===== src/rtl/pwm_decoder.sv =====
// pwm_decoder: samples a 1-bit PWM stream and measures each frame between
// successive rising edges. It reports the high-cycle count (saturated to
// 2^WIDTH-1) and the period over a one-entry valid/ready output buffer. A line
// with no rising edge for TIMEOUT cycles is flagged as stuck.
//
// Optional build macro: PWM_DECODER_GLITCH_FILTER_EN inserts a 3-tap majority
// filter after the synchronizer. The filter rejects single-cycle pulses and
// adds 2 cycles of latency.
//
// Parameters:
//   WIDTH   (1..16)      sample width
//   TIMEOUT (2..65535)   cycles without a rising edge before stuck
// Ports:
//   clk_i            clock
//   rst_i            synchronous active-high reset
//   en_i             decoder enable (0 holds the measurement side in IDLE)
//   pwm_in_i         asynchronous PWM input
//   sample_o         high-cycle count of the last completed frame
//   period_o         cycle length of the last completed frame
//   sample_valid_o   sample_o/period_o hold an unconsumed result
//   sample_ready_i   consumer accepts on sample_valid_o && sample_ready_i
//   stuck_o          no rising edge seen for TIMEOUT cycles
//   overrun_o        sticky: an unconsumed result was overwritten
module pwm_decoder #(
  parameter int unsigned WIDTH   = 8,
  parameter int unsigned TIMEOUT = 1024
) (
  input  logic             clk_i,
  input  logic             rst_i,
  input  logic             en_i,
  input  logic             pwm_in_i,
  output logic [WIDTH-1:0] sample_o,
  output logic [15:0]      period_o,
  output logic             sample_valid_o,
  input  logic             sample_ready_i,
  output logic             stuck_o,
  output logic             overrun_o
);

  localparam int unsigned CNT_W = 16;
  localparam logic [CNT_W-1:0] CNT_MAX    = '1;
  localparam logic [CNT_W-1:0] TIMEOUT_C  = CNT_W'(TIMEOUT);
  localparam logic [CNT_W:0]   SAMPLE_MAX = (17'd1 << WIDTH) - 17'd1;

  typedef enum logic [1:0] {
    ST_IDLE    = 2'd0,
    ST_MEASURE = 2'd1,
    ST_STUCK   = 2'd2
  } state_e;

  // Input synchronizer and edge detect
  logic sync1_q, sync2_q, pwm_d_q;
  logic pwm_s;
  logic rise;

  always_ff @(posedge clk_i) begin
    if (rst_i) begin
      sync1_q <= 1'b0;
      sync2_q <= 1'b0;
      pwm_d_q <= 1'b0;
    end else begin
      sync1_q <= pwm_in_i;
      sync2_q <= sync1_q;
      pwm_d_q <= pwm_s;
    end
  end

`ifdef PWM_DECODER_GLITCH_FILTER_EN
  // Majority of three consecutive synchronized samples, registered
  logic tap1_q, tap2_q, maj_q;

  always_ff @(posedge clk_i) begin
    if (rst_i) begin
      tap1_q <= 1'b0;
      tap2_q <= 1'b0;
      maj_q  <= 1'b0;
    end else begin
      tap1_q <= sync2_q;
      tap2_q <= tap1_q;
      maj_q  <= (sync2_q & tap1_q) | (sync2_q & tap2_q) | (tap1_q & tap2_q);
    end
  end

  assign pwm_s = maj_q;
`else
  assign pwm_s = sync2_q;
`endif

  assign rise = pwm_s & ~pwm_d_q;

  // Measurement state and counters
  state_e               state_q, state_d;
  logic [CNT_W-1:0]     per_cnt_q, per_cnt_d;
  logic [CNT_W-1:0]     hi_cnt_q, hi_cnt_d;
  logic                 stuck_q, stuck_d;
  logic [CNT_W-1:0]     per_inc, hi_inc;
  logic [WIDTH-1:0]     hi_sat;
  logic                 timeout_hit;

  // Emit request toward the output buffer
  logic                 emit;
  logic [WIDTH-1:0]     emit_sample;
  logic [CNT_W-1:0]     emit_period;

  // Output buffer
  logic [WIDTH-1:0]     sample_q, sample_d;
  logic [CNT_W-1:0]     period_q, period_d;
  logic                 valid_q, valid_d;
  logic                 overrun_q, overrun_d;

  assign per_inc     = (per_cnt_q == CNT_MAX) ? per_cnt_q : per_cnt_q + CNT_W'(1);
  assign hi_inc      = (hi_cnt_q == CNT_MAX) ? hi_cnt_q : hi_cnt_q + CNT_W'(pwm_s);
  assign hi_sat      = ({1'b0, hi_cnt_q} > SAMPLE_MAX) ? {WIDTH{1'b1}} : WIDTH'(hi_cnt_q);
  assign timeout_hit = (per_inc >= TIMEOUT_C);

  // Next-state: frame measurement and stuck detection
  always_comb begin
    state_d     = state_q;
    per_cnt_d   = per_cnt_q;
    hi_cnt_d    = hi_cnt_q;
    stuck_d     = stuck_q;
    emit        = 1'b0;
    emit_sample = '0;
    emit_period = '0;

    if (!en_i) begin
      state_d   = ST_IDLE;
      per_cnt_d = '0;
      hi_cnt_d  = '0;
      stuck_d   = 1'b0;
    end else begin
      case (state_q)
        ST_IDLE: begin
          if (rise) begin
            // First edge only opens a frame; nothing to report yet
            state_d   = ST_MEASURE;
            per_cnt_d = CNT_W'(1);
            hi_cnt_d  = CNT_W'(1);
          end else if (timeout_hit) begin
            state_d     = ST_STUCK;
            per_cnt_d   = per_inc;
            stuck_d     = 1'b1;
            emit        = 1'b1;
            emit_sample = pwm_s ? {WIDTH{1'b1}} : '0;
          end else begin
            per_cnt_d = per_inc;
          end
        end
        ST_MEASURE: begin
          if (rise) begin
            // Edge cycle closes the old frame and is counted in the new one
            emit        = 1'b1;
            emit_sample = hi_sat;
            emit_period = per_cnt_q;
            per_cnt_d   = CNT_W'(1);
            hi_cnt_d    = CNT_W'(1);
          end else if (timeout_hit) begin
            state_d     = ST_STUCK;
            per_cnt_d   = per_inc;
            stuck_d     = 1'b1;
            emit        = 1'b1;
            emit_sample = pwm_s ? {WIDTH{1'b1}} : '0;
          end else begin
            per_cnt_d = per_inc;
            hi_cnt_d  = hi_inc;
          end
        end
        ST_STUCK: begin
          if (rise) begin
            state_d   = ST_MEASURE;
            per_cnt_d = CNT_W'(1);
            hi_cnt_d  = CNT_W'(1);
            stuck_d   = 1'b0;
          end
        end
        default: begin
          state_d = ST_IDLE;
        end
      endcase
    end
  end

  // Next-state: one-entry output buffer with overwrite-on-full
  always_comb begin
    sample_d  = sample_q;
    period_d  = period_q;
    valid_d   = valid_q;
    overrun_d = overrun_q;

    if (emit) begin
      sample_d = emit_sample;
      period_d = emit_period;
      valid_d  = 1'b1;
      if (valid_q && !sample_ready_i) begin
        overrun_d = 1'b1;
      end
    end else if (valid_q && sample_ready_i) begin
      valid_d = 1'b0;
    end
  end

  always_ff @(posedge clk_i) begin
    if (rst_i) begin
      state_q   <= ST_IDLE;
      per_cnt_q <= '0;
      hi_cnt_q  <= '0;
      stuck_q   <= 1'b0;
      sample_q  <= '0;
      period_q  <= '0;
      valid_q   <= 1'b0;
      overrun_q <= 1'b0;
    end else begin
      state_q   <= state_d;
      per_cnt_q <= per_cnt_d;
      hi_cnt_q  <= hi_cnt_d;
      stuck_q   <= stuck_d;
      sample_q  <= sample_d;
      period_q  <= period_d;
      valid_q   <= valid_d;
      overrun_q <= overrun_d;
    end
  end

  assign sample_o       = sample_q;
  assign period_o       = period_q;
  assign sample_valid_o = valid_q;
  assign stuck_o        = stuck_q;
  assign overrun_o      = overrun_q;

endmodule


===== config.mk =====
export PLATFORM = sky130hd
export DESIGN_NAME = pwm_decoder
export DESIGN_NICKNAME = d
export VERILOG_FILES = /design/src/rtl/pwm_decoder.sv
export SDC_FILE = /design/constraint.sdc
export NUM_CORES = 1
export LEC_CHECK = 0
export BUFFER_PORTS_ARGS = -buffer_cell sky130_fd_sc_hd__buf_2
export CORE_AREA = 2 2 96 98
export DETAILED_ROUTE_END_ITERATION = 6
export DIE_AREA = 0 0 98 100
export MAX_ROUTING_LAYER = met4
export SYNTH_ARGS = -nofsm -noshare
export SYNTH_HDL_FRONTEND = slang
export SYNTH_SLANG_ARGS = --single-unit

===== constraint.sdc =====
create_clock -name clk_i -period 3.06 [get_ports clk_i]
set_input_delay 0.459 -clock clk_i [delete_from_list [all_inputs] [get_ports clk_i]]
set_output_delay 0.459 -clock clk_i [all_outputs]
set_load 0.05 [all_outputs]

After elaboration in Yosys (flattened, before gate mapping):

Index checks and enable logic that the tools add are counted.

* equality and inequality tests: 11
* reduce and logical (&&, ||, !) cells: 15
* $add $sub $neg: 2
* $lt $le $gt $ge: 2
* bitwise gates (word level): 3
* multiplexer cells: 34

Operators with widths (number)
* two-way mux 16 bit: 9
* case mux 16 bit (2 select lines): 2
* two-way mux 8 bit: 6
* == test 16 bit (second input constant): 2
* adder 16 x 1 -> 16 bit: 1
* adder 16 x 1 -> 16 bit (second input constant): 1
* greater-or-equal comparator 16 x 11 -> 1 bit (second input constant): 1
* greater-than comparator 16 x 8 -> 1 bit (second input constant): 1
* case mux 8 bit (2 select lines): 1
* two-way mux 1 bit: 9
* two-way mux 2 bit: 4
* AND reduction 4 bit: 2
* != test 2 bit (second input constant): 3
* != test 3 bit (second input constant): 2
* case mux 2 bit (3 select lines): 1
* AND reduction 2 bit: 3
* nonzero test 2 bit: 3
* OR reduction 2 bit: 3
* != test 2 x 1 -> 1 bit (second input constant): 2
* case mux 1 bit (2 select lines): 2
* == test 2 x 1 -> 1 bit (second input constant): 1
* == test 2 bit (second input constant): 1
* logical AND 1 bit: 2
* logical NOT 2 bit: 1
* 3 further kinds: 4

* output and inout bits: 27
* bits in registers: 64
* input port bits: 5
* logic and storage cells: 78

Depth between registers and ports, before layout:

Gate-level depths: netlist (run 1).

* depth in word-level cells: 8
* mapped depth: 10
* mapped depth without buffers: 9

Least setup slack after synthesis (run 1):

No wires, ideal clock.

* path kind: register to register
* from: register per_cnt_q[0]
* to: register hi_cnt_q[5]
* arrival: 2.302 ns
* stages on the path, launching flop included: 10
* setup slack: 0.689 ns
* path through: dfxtp_1 > ha_1 > nand2_1 > nor3_1 > or4_1 > a221oi_2 > buf_6 > nand3_1 > or4_1 > o21ai_1

* cells in the longest elaborated chain, start to end: 5
* elaborated cells on any way between the ends: 6
* those cells by class: add/sub (1); order compare (1); eq/ne (2); mux (1); reduce/logical (1)

Ends and longest elaborated chain
* start, declared: line 93 `logic [CNT_W-1:0] per_cnt_q, per_cnt_d;`
* start signal, assigned: line 214 `per_cnt_q <= per_cnt_d;`
* adder 16 x 1 -> 16 bit / == test 16 bit (equally long branches): line 111 `assign per_inc = (per_cnt_q == CNT_MAX) ? per_cnt_q : per_cnt_q + CNT_W'(1);`
* two-way mux 16 bit (*): line 111
* greater-or-equal comparator 16 x 11 -> 1 bit (*): line 114 `assign timeout_hit = (per_inc >= TIMEOUT_C);`
* != test 3 bit (no line) (*)
* AND reduction 4 bit (no line) (*)
* end signal, assigned: line 215 `hi_cnt_q <= hi_cnt_d;`
* end, declared: line 94 `logic [CNT_W-1:0] hi_cnt_q, hi_cnt_d;`

Every way passes the cells marked *; elsewhere a longest branch is shown, timed or not.
A chain may end at the register's enable or synchronous reset.

Worst setup path in the final report (run 1):

* from: register per_cnt_q[0]
* to: register hi_cnt_q[10]

Same word-level chain as after synthesis.

==> impl_metrics.env, run 1 <==
export IMPL_outcome="finished, final reports clean"
export IMPL_critPathMostFrequentCell="nand2_1"
export IMPL_grt_pass1_wl_mm=13.0
export IMPL_startpoint_type="register"
export IMPL_synth_cell_type_count=46
export IMPL_dieArea_mm2=0.00980
export IMPL_yosysWarningCount=0
export IMPL_criticalPathCategory="register to register"
export IMPL_timing_fmax_mhz=348
export IMPL_drt_iter0_drc=212
export IMPL_hold_path_end="sync1_q"
export IMPL_worstReg2RegEnd="hi_cnt_q[10]"
export IMPL_syn_nets=377
export IMPL_fin_crit_ns=2.87
export IMPL_r2r_start="per_cnt_q[0]"
export IMPL_cts_num_sinks=64
export IMPL_fin_crit_sh_pct=93.8
export IMPL_crit_slowest_cell="a221oi_2"
export IMPL_grt_usage_pct=16.8
export IMPL_wirelength_mm=7.62
export IMPL_cts_root_buf="clkbuf_8"
export IMPL_n_antenna_cell=0
export IMPL_grt_ovfl_total=0
export IMPL_antenna_left=0
export IMPL_clock_path_buffers=2
export IMPL_drv_cap=0
export IMPL_drcViolationCount=0
export IMPL_end_kind="register"
export IMPL_cp_top_family="simple AND/OR/NAND/NOR gates"
export IMPL_vias=2855
export IMPL_area_growth_pct=16.1
export IMPL_ys_ff_latch=64
export IMPL_p_leak_nw=1.34
export IMPL_numCtsBuffers=9
export IMPL_portBuffers=31
export IMPL_grt_max_degree=25
export IMPL_avgSynthCellArea_um2=8.18
export IMPL_drt_pass1_iter_count=5
export IMPL_setup_viol=0
export IMPL_synth_flop_cell="dfxtp_1"
export IMPL_drive_gt1_share_pct=16.2
export IMPL_synthCells=369
export IMPL_dp_cells=497
export IMPL_hold_depth=2
export IMPL_cp_cell_sequence="ha_1 > nand2_1 > nor3_1 > or4_1 > a221oi_2 > and3_4 > nand2_1 > o41ai_1"
export IMPL_hold_class="input port to register"
export IMPL_critical_path_max_stage_delay_ns=0.52
export IMPL_layout_nets=405
export IMPL_r2r_slack_ns=0.19
export IMPL_grt_antenna_before_repair=0
export IMPL_fp_row_count=35
export IMPL_wl_per_cell_um=14.9
export IMPL_detailed_place_hpwl_mm=5.20
export IMPL_ctsResizeCount=0
export IMPL_clk_pin_slew_worst_paths_ns=0.08
export IMPL_chipWidth_um=98
export IMPL_synthArstFlopShare_pct=0
export IMPL_coreArea_mm2=0.00889
export IMPL_clk_insertion_delay_late_ns=0.35
export IMPL_instances_no_fill=513
export IMPL_avgViaCountPerCell=5.57
export IMPL_synth_area_mm2=0.00302
export IMPL_die_h_um=100
export IMPL_hold_start="pwm_in_i"
export IMPL_path_max_fanout=11
export IMPL_reg2reg_depth=8
export IMPL_pin_count=32
export IMPL_holdBufCountCts=0
export IMPL_postCtsSetupRepairBufs=0
export IMPL_htreeDepth=3
export IMPL_synth_enable_flop_cells=0
export IMPL_max_vdd_ir_drop_v=0.000229
export IMPL_tightestPinTransition_ns=1.12
export IMPL_crit_buf_inv=0
export IMPL_cts_tree="done"
export IMPL_tns_ns=0
export IMPL_drv_slew=0
export IMPL_rsz0062_at_grt="false"
export IMPL_skew_ns=0.0139
export IMPL_slew_headroom_pct=25.1
export IMPL_seq_area_frac_synth_pct=42.5
export IMPL_initial_core_util_pct=33.9
export IMPL_power_mw=1.73
export IMPL_hold_viol=0
export IMPL_gp_congestion=0.848
export IMPL_grt_pass1_vias=2594
export IMPL_critPathRequiredTime_ns=3.32
export IMPL_worstPathArrival_ns=3.13
export IMPL_powerDensity_mw_per_mm2=495
-- state kept, by name, indices dropped and copies added, names as in the netlist --
name	cells
pwm_s	1
period_o	16
per_cnt_q	16
sync1_q	1
hi_cnt_q	16
overrun_o	1
stuck_o	1
pwm_d_q	1
state_q	2
sample_o	8
sample_valid_o	1
-- cells in the mapped netlist (9+ instances only) --
library cell | n | area, um2
nand2_1 | 27 | 101
dfxtp_1 | 64 | 1280
o31ai_1 | 11 | 82.6
nor2_1 | 65 | 244
a22o_1 | 16 | 140
nand3_1 | 20 | 100
o21ai_0 | 29 | 145
clkbuf_1 | 14 | 52.6
nand4_1 | 12 | 75.1
nor3_1 | 9 | 45.0
a21oi_1 | 22 | 110
-- kinds of logic after synthesis --
logic type               after synthesis  share of synthesized area (%)
AO/OA/AOI/OAI                        110                           24.6
XOR/XNOR                               1                          0.290
adder cells (fa/ha/maj)                3                           1.24
buffers and inverters                 25                           3.53
flip-flops                            64                           42.5
multiplexers                           1                          0.332
AND/OR/NAND/NOR                      165                           27.6
-- stage by stage --
step / area, um2 / hold WS (ns) / util, % / worst slack, ns
detailed placement: 3270 / 0.424 / 36.8 / 0.238
CTS: 3500 / 0.302 / 39.4 / 0.214
global route: 3500 / 0.352 / 39.4 / 0.0240
global placement: 3270 / 0.420 / 36.8 / 0.297
finish: 3500 / 0.316 / 39.4 / 0.190
floorplan: 3020 / 0.414 / - / 0.689
-- layout by cell type, fill, tap and decap left out, types with 10 or more instances in the layout --
master | Yosys | routed
o21ai_0 | 29 | 29
o31ai_1 | 11 | 11
a21oi_1 | 22 | 22
a22o_1 | 16 | 16
nor2_1 | 65 | 65
nand4_1 | 12 | 12
nand3_1 | 20 | 20
dfxtp_1 | 64 | 64
clkbuf_8 | 0 | 10
buf_2 | 4 | 31
nand2_1 | 27 | 27
-- layer usage --
metal | GRT usage (%) | routed length [um]
met2 | 22.1 | 3090
met3 | 3.06 | 391
met4 | 7.37 | 148
met1 | 24.9 | 4000
met5 | - | 0
-- worst max path at each step --
stage / start / to / slack [ns] / cells past startpoint
final: per_cnt_q[0] / hi_cnt_q[10] / 0.19 / 8
after global placement: per_cnt_q[0] / hi_cnt_q[10] / 0.30 / 8
after CTS: per_cnt_q[0] / hi_cnt_q[10] / 0.21 / 8
after floorplan: per_cnt_q[0] / hi_cnt_q[5] / 0.69 / 9
after global routing: per_cnt_q[0] / hi_cnt_q[10] / 0.02 / 8
after detailed placement: per_cnt_q[0] / hi_cnt_q[10] / 0.24 / 8
-- layout make-up --
type	count	area (um2)
Clock inverter	6	90.1
Fill cell	922	5390
Inverter	5	18.8
Timing Repair Buffer	37	200
Sequential cell	64	1280
Tap cell	111	139
Multi-Input combinational cell	280	1630
Clock buffer	10	138
-- power by group --
part	total, mW	internal (mW)	leakage (nW)	switching, mW
combinational	0.0600	0.0170	0.711	0.0430
sequential	0.841	0.836	0.516	0.00519
clock	0.833	0.483	0.113	0.350
total	1.73	1.34	1.34	0.398
(Power assumes the default switching activity.)
==> run 2, diff against run 1 <==
--- a/config.mk
+++ b/config.mk
@@ -5,7 +5,7 @@
 export SDC_FILE = /design/constraint.sdc
 export NUM_CORES = 1
 export LEC_CHECK = 0
-export BUFFER_PORTS_ARGS = -buffer_cell sky130_fd_sc_hd__buf_2
+export BUFFER_PORTS_ARGS = -buffer_cell sky130_fd_sc_hd__clkbuf_2
 export CORE_AREA = 2 2 96 98
 export DETAILED_ROUTE_END_ITERATION = 6
 export DIE_AREA = 0 0 98 100
==> impl_metrics.env, run 2 (synthesis results as in run 1) <==
export IMPL_tightestPinTransition_ns=1.10
export IMPL_path_max_fanout=11
export IMPL_portBuffers=31
export IMPL_htreeDepth=3
export IMPL_wirelength_mm=7.70
export IMPL_clock_path_buffers=2
export IMPL_most_common_layout_cells="nor2_1 (65), dfxtp_1 (64), clkbuf_2 (31), o21ai_0 (29), nand2_1 (27)"
export IMPL_dieArea_mm2=0.00980
export IMPL_startpoint_type="register"
export IMPL_cts_num_sinks=64
export IMPL_grt_usage_pct=16.3
export IMPL_clk_insertion_delay_late_ns=0.34
export IMPL_grt_max_degree=25
export IMPL_chipWidth_um=98
export IMPL_drcViolationCount=0
export IMPL_cts_tree="done"
export IMPL_area_growth_pct=16.1
export IMPL_fillers=904
export IMPL_numCtsBuffers=9
export IMPL_cp_cell_sequence="ha_1 > nand2_1 > nor3_1 > or4_1 > a221oi_4 > and3_4 > nand2_1 > o41ai_1"
export IMPL_gp_congestion=0.849
export IMPL_outcome="finished, final reports clean"
export IMPL_hold_viol=0
export IMPL_reg2reg_depth=8
export IMPL_vias=2847
export IMPL_coreArea_mm2=0.00889
export IMPL_drv_cap=0
export IMPL_critPathMostFrequentCell="nand2_1"
export IMPL_criticalPathCategory="register to register"
export IMPL_drt_pass1_iter_count=6
export IMPL_hold_class="input port to register"
export IMPL_grt_antenna_before_repair=0
export IMPL_worstReg2RegEnd="hi_cnt_q[10]"
export IMPL_pin_count=32
export IMPL_tns_ns=0
export IMPL_rsz0062_at_grt="false"
export IMPL_antenna_left=0
export IMPL_drt_iter0_drc=202
export IMPL_powerDensity_mw_per_mm2=478
export IMPL_timing_fmax_mhz=361
export IMPL_fin_crit_ns=2.77
export IMPL_layout_nets=405
export IMPL_grt_pass1_vias=2577
export IMPL_fin_crit_sh_pct=90.6
export IMPL_grt_ovfl_total=0
export IMPL_cts_root_buf="clkbuf_8"
export IMPL_wl_per_cell_um=15.0
export IMPL_fp_row_count=35
export IMPL_postCtsSetupRepairBufs=0
export IMPL_critPathRequiredTime_ns=3.29
export IMPL_skew_ns=0.0110
export IMPL_drive_gt1_share_pct=16.2
export IMPL_hold_start="pwm_in_i"
export IMPL_critical_path_max_stage_delay_ns=0.46
export IMPL_die_h_um=100
export IMPL_initial_core_util_pct=33.9
export IMPL_clk_pin_slew_worst_paths_ns=0.08
export IMPL_slew_headroom_pct=26.1
export IMPL_max_vdd_ir_drop_v=0.000203
export IMPL_detailed_place_hpwl_mm=5.24
export IMPL_layout_commonest_cell="nor2_1"
export IMPL_n_antenna_cell=0
export IMPL_power_mw=1.67
export IMPL_end_kind="register"
export IMPL_drv_slew=0
export IMPL_cp_top_family="simple AND/OR/NAND/NOR gates"
export IMPL_holdBufCountCts=0
export IMPL_hold_path_end="sync1_q"
export IMPL_fin_util_pct=39.4
export IMPL_p_leak_nw=1.32
export IMPL_worstPathArrival_ns=3.01
export IMPL_crit_buf_inv=0
export IMPL_hold_depth=2
export IMPL_setup_viol=0
export IMPL_avgViaCountPerCell=5.55
export IMPL_r2r_slack_ns=0.29
export IMPL_grt_pass1_wl_mm=12.7
export IMPL_crit_slowest_cell="or4_1"
export IMPL_r2r_start="per_cnt_q[0]"
[run 2: through the flow]
stage          instance area, um2  instances  worst slack, ns  hold WS, ns
3_3_place_gp                 3270        497            0.301        0.418
4_1_cts                      3490        513            0.159        0.322
5_1_grt                      3500        513           0.0770        0.335
3_5_place_dp                 3270        497            0.189        0.420
6_report                     3500        513            0.288        0.339
2_1_floorplan                3020        369            0.689        0.414
[run 2: layer usage]
layer	GRT usage, %	vias to the layer above	share of wire, %
met5	-	-	0
met4	3.74	0	0.62
met3	4.32	5	5.9
met2	22.2	92	41
met1	23.9	1319	52
li1	-	1431	-
[run 2: worst max-delay path by stage]
stage | startpoint | to | slack [ns] | cells after the start
final | per_cnt_q[0] | hi_cnt_q[10] | 0.29 | 8
after global routing | per_cnt_q[0] | hi_cnt_q[10] | 0.08 | 8
after CTS | per_cnt_q[0] | hi_cnt_q[10] | 0.16 | 8
after detailed placement | per_cnt_q[0] | hi_cnt_q[10] | 0.19 | 8
after global placement | per_cnt_q[0] | hi_cnt_q[10] | 0.30 | 8
after floorplan | per_cnt_q[0] | hi_cnt_q[5] | 0.69 | 9
[run 2: power by group]
part	internal [mW]	total, mW	switching [mW]
sequential	0.836	0.842	0.00514
clock	0.443	0.771	0.328
combinational	0.0169	0.0605	0.0435
[run 2: cell type report]
type	count	area, um2	area share [%]
multi-input combinational	280	1650	47.0
sequential	64	1280	36.6
timing repair buffer	37	200	5.72
clock buffer	12	165	4.72
tap	111	139	3.97
clock inverter	4	51.3	1.47
inverter	5	18.8	0.536
[run 2: timing repair]
action / 4_1_cts / 5_1_grt
setup endpoints to repair: 0 / 1
hold endpoints to repair: 0 / 0
resized for setup: 0 / 1
==> run 3, diff against run 2 <==
--- a/config.mk
+++ b/config.mk
@@ -6,9 +6,9 @@
 export NUM_CORES = 1
 export LEC_CHECK = 0
 export BUFFER_PORTS_ARGS = -buffer_cell sky130_fd_sc_hd__clkbuf_2
-export CORE_AREA = 2 2 96 98
+export CORE_AREA = 2 2 114 83
 export DETAILED_ROUTE_END_ITERATION = 6
-export DIE_AREA = 0 0 98 100
+export DIE_AREA = 0 0 116 85
 export MAX_ROUTING_LAYER = met4
 export SYNTH_ARGS = -nofsm -noshare
 export SYNTH_HDL_FRONTEND = slang
==> impl_metrics.env, run 3 (synthesis results as in run 1) <==
export IMPL_fp_row_count=29
export IMPL_max_vdd_ir_drop_v=0.000330
export IMPL_grt_usage_pct=17.0
export IMPL_pwr_share_comb_pct=3.3
export IMPL_end_kind="register"
export IMPL_skew_ns=0.00844
export IMPL_path_max_fanout=24
export IMPL_drt_iter0_drc=287
export IMPL_slew_headroom_pct=44.1
export IMPL_htreeDepth=3
export IMPL_clkPwrFrac_pct=51.4
export IMPL_seqPwrFrac_pct=45.3
export IMPL_critPathRequiredTime_ns=3.28
export IMPL_layout_commonest_cell="nor2_1"
export IMPL_die_h_um=85
export IMPL_grt_pass1_wl_mm=12.8
export IMPL_rsz0062_at_grt="false"
export IMPL_layout_nets=405
export IMPL_tns_ns=0
export IMPL_coreArea_mm2=0.00878
export IMPL_tightestPinTransition_ns=0.835
export IMPL_pin_count=32
export IMPL_fin_crit_ns=2.77
export IMPL_fin_crit_sh_pct=90.6
export IMPL_hold_class="input port to register"
export IMPL_hold_path_end="sync1_q"
export IMPL_grt_util_met2_pct=21.8
export IMPL_detailed_place_hpwl_mm=5.24
export IMPL_top_usage_layer="met1"
export IMPL_startpoint="per_cnt_q[3]"
export IMPL_grt_ovfl_total=0
export IMPL_drcViolationCount=0
export IMPL_n_antenna_cell=0
export IMPL_cts_root_buf="clkbuf_16"
export IMPL_p_int_mw=1.43
export IMPL_startpoint_type="register"
export IMPL_worstPathArrival_ns=2.99
export IMPL_sw_frac_of_total_pct=23.3
export IMPL_wl_per_cell_um=14.4
export IMPL_timing_fmax_mhz=361
export IMPL_postCtsSetupRepairBufs=0
export IMPL_avgViaCountPerCell=5.40
export IMPL_drive_gt1_share_pct=15.9
export IMPL_criticalPathCategory="register to register"
export IMPL_hold_start="pwm_in_i"
export IMPL_cts_tree="done"
export IMPL_area_growth_pct=18.3
export IMPL_outcome="finished, final reports clean"
export IMPL_grt_use_met3_pct=4.07
export IMPL_clk_pin_slew_worst_paths_ns=0.06
export IMPL_drv_cap=0
export IMPL_use_met1_pct=25.5
export IMPL_switchingPower_mw=0.434
export IMPL_powerDensity_mw_per_mm2=521
export IMPL_numCtsBuffers=9
export IMPL_r2r_slack_ns=0.29
export IMPL_drt_pass1_iter_count=5
export IMPL_drv_slew=0
export IMPL_fin_util_pct=40.6
export IMPL_cts_num_sinks=64
export IMPL_grt_pass1_vias=2547
export IMPL_gp_congestion=0.913
export IMPL_wirelength_mm=7.57
export IMPL_grt_max_degree=25
export IMPL_dieArea_mm2=0.00986
export IMPL_portBuffers=31
export IMPL_antenna_left=0
export IMPL_p_leak_nw=1.33
export IMPL_r2r_start="per_cnt_q[3]"
export IMPL_vias=2842
export IMPL_reg2reg_depth=9
export IMPL_chipWidth_um=116
export IMPL_setup_viol=0
export IMPL_clk_insertion_delay_late_ns=0.33
export IMPL_holdBufCountCts=0
export IMPL_clock_path_buffers=2
export IMPL_hold_depth=2
export IMPL_worstReg2RegEnd="period_o[0]"
export IMPL_grt_antenna_before_repair=0
export IMPL_initial_core_util_pct=34.4
export IMPL_most_common_layout_cells="nor2_1 (65), dfxtp_1 (64), clkbuf_2 (31), o21ai_0 (29), nand2_1 (27)"
export IMPL_ctsResizeCount=0
export IMPL_hold_viol=0
[run 3: final cells by class]
type                            count  area [um2]
Sequential cell                    64        1280
Clock buffer                       10         239
Timing Repair Buffer               37         200
Inverter                            5        18.8
Tap cell                          124         155
Multi-Input combinational cell    280        1630
Fill cell                         887        5210
Clock inverter                      6        45.0
[run 3: through the flow]
| step | power [mW] | instances | cell area [um2] | worst slack [ns] | hold slack, ns |
|---|---|---|---|---|---|
| 2_1_floorplan | 0.902 | 369 | 3020 | 0.689 | 0.414 |
| 3_3_place_gp | 0.921 | 510 | 3280 | 0.294 | 0.421 |
| 3_5_place_dp | 0.922 | 510 | 3280 | 0.284 | 0.421 |
| 4_1_cts | 1.88 | 526 | 3570 | 0.260 | 0.335 |
| 5_1_grt | 1.94 | 526 | 3570 | 0.0538 | 0.343 |
| 6_report | 1.86 | 526 | 3570 | 0.289 | 0.350 |
[run 3: worst max-delay path, cell delays in order (launching register included)]
cell and delay [ns]:
dfxtp_1 0.49, nand4_4 0.24, nor4_2 0.39, or4_1 0.18
a221oi_2 0.06, buf_4 0.18, a2111oi_2 0.52, nor2_1 0.08
buf_4 0.24, a22o_1 0.27
[run 3: power by group through the flow]
stage / combinational, mW / sequential, mW / clock [mW]
after floorplan: 0.0422 / 0.860 / 0
after global placement: 0.0606 / 0.860 / 0
after detailed placement: 0.0612 / 0.861 / 0
after CTS: 0.0612 / 0.842 / 0.976
after global routing: 0.0695 / 0.843 / 1.02
final: 0.0614 / 0.843 / 0.955
[run 3: metal layers]
layer	share of wire, %	vias up
met5	0	-
met4	1.8	0
met3	5.6	12
met2	39	87
met1	53	1311
li1	-	1432
[run 3: worst max path at each step]
stage	end	slack (ns)	cells after the start
after detailed placement	period_o[0]	0.28	9
after floorplan	hi_cnt_q[5]	0.69	9
after CTS	period_o[0]	0.26	9
after global routing	period_o[0]	0.05	9
final	period_o[0]	0.29	9
after global placement	period_o[0]	0.29	9
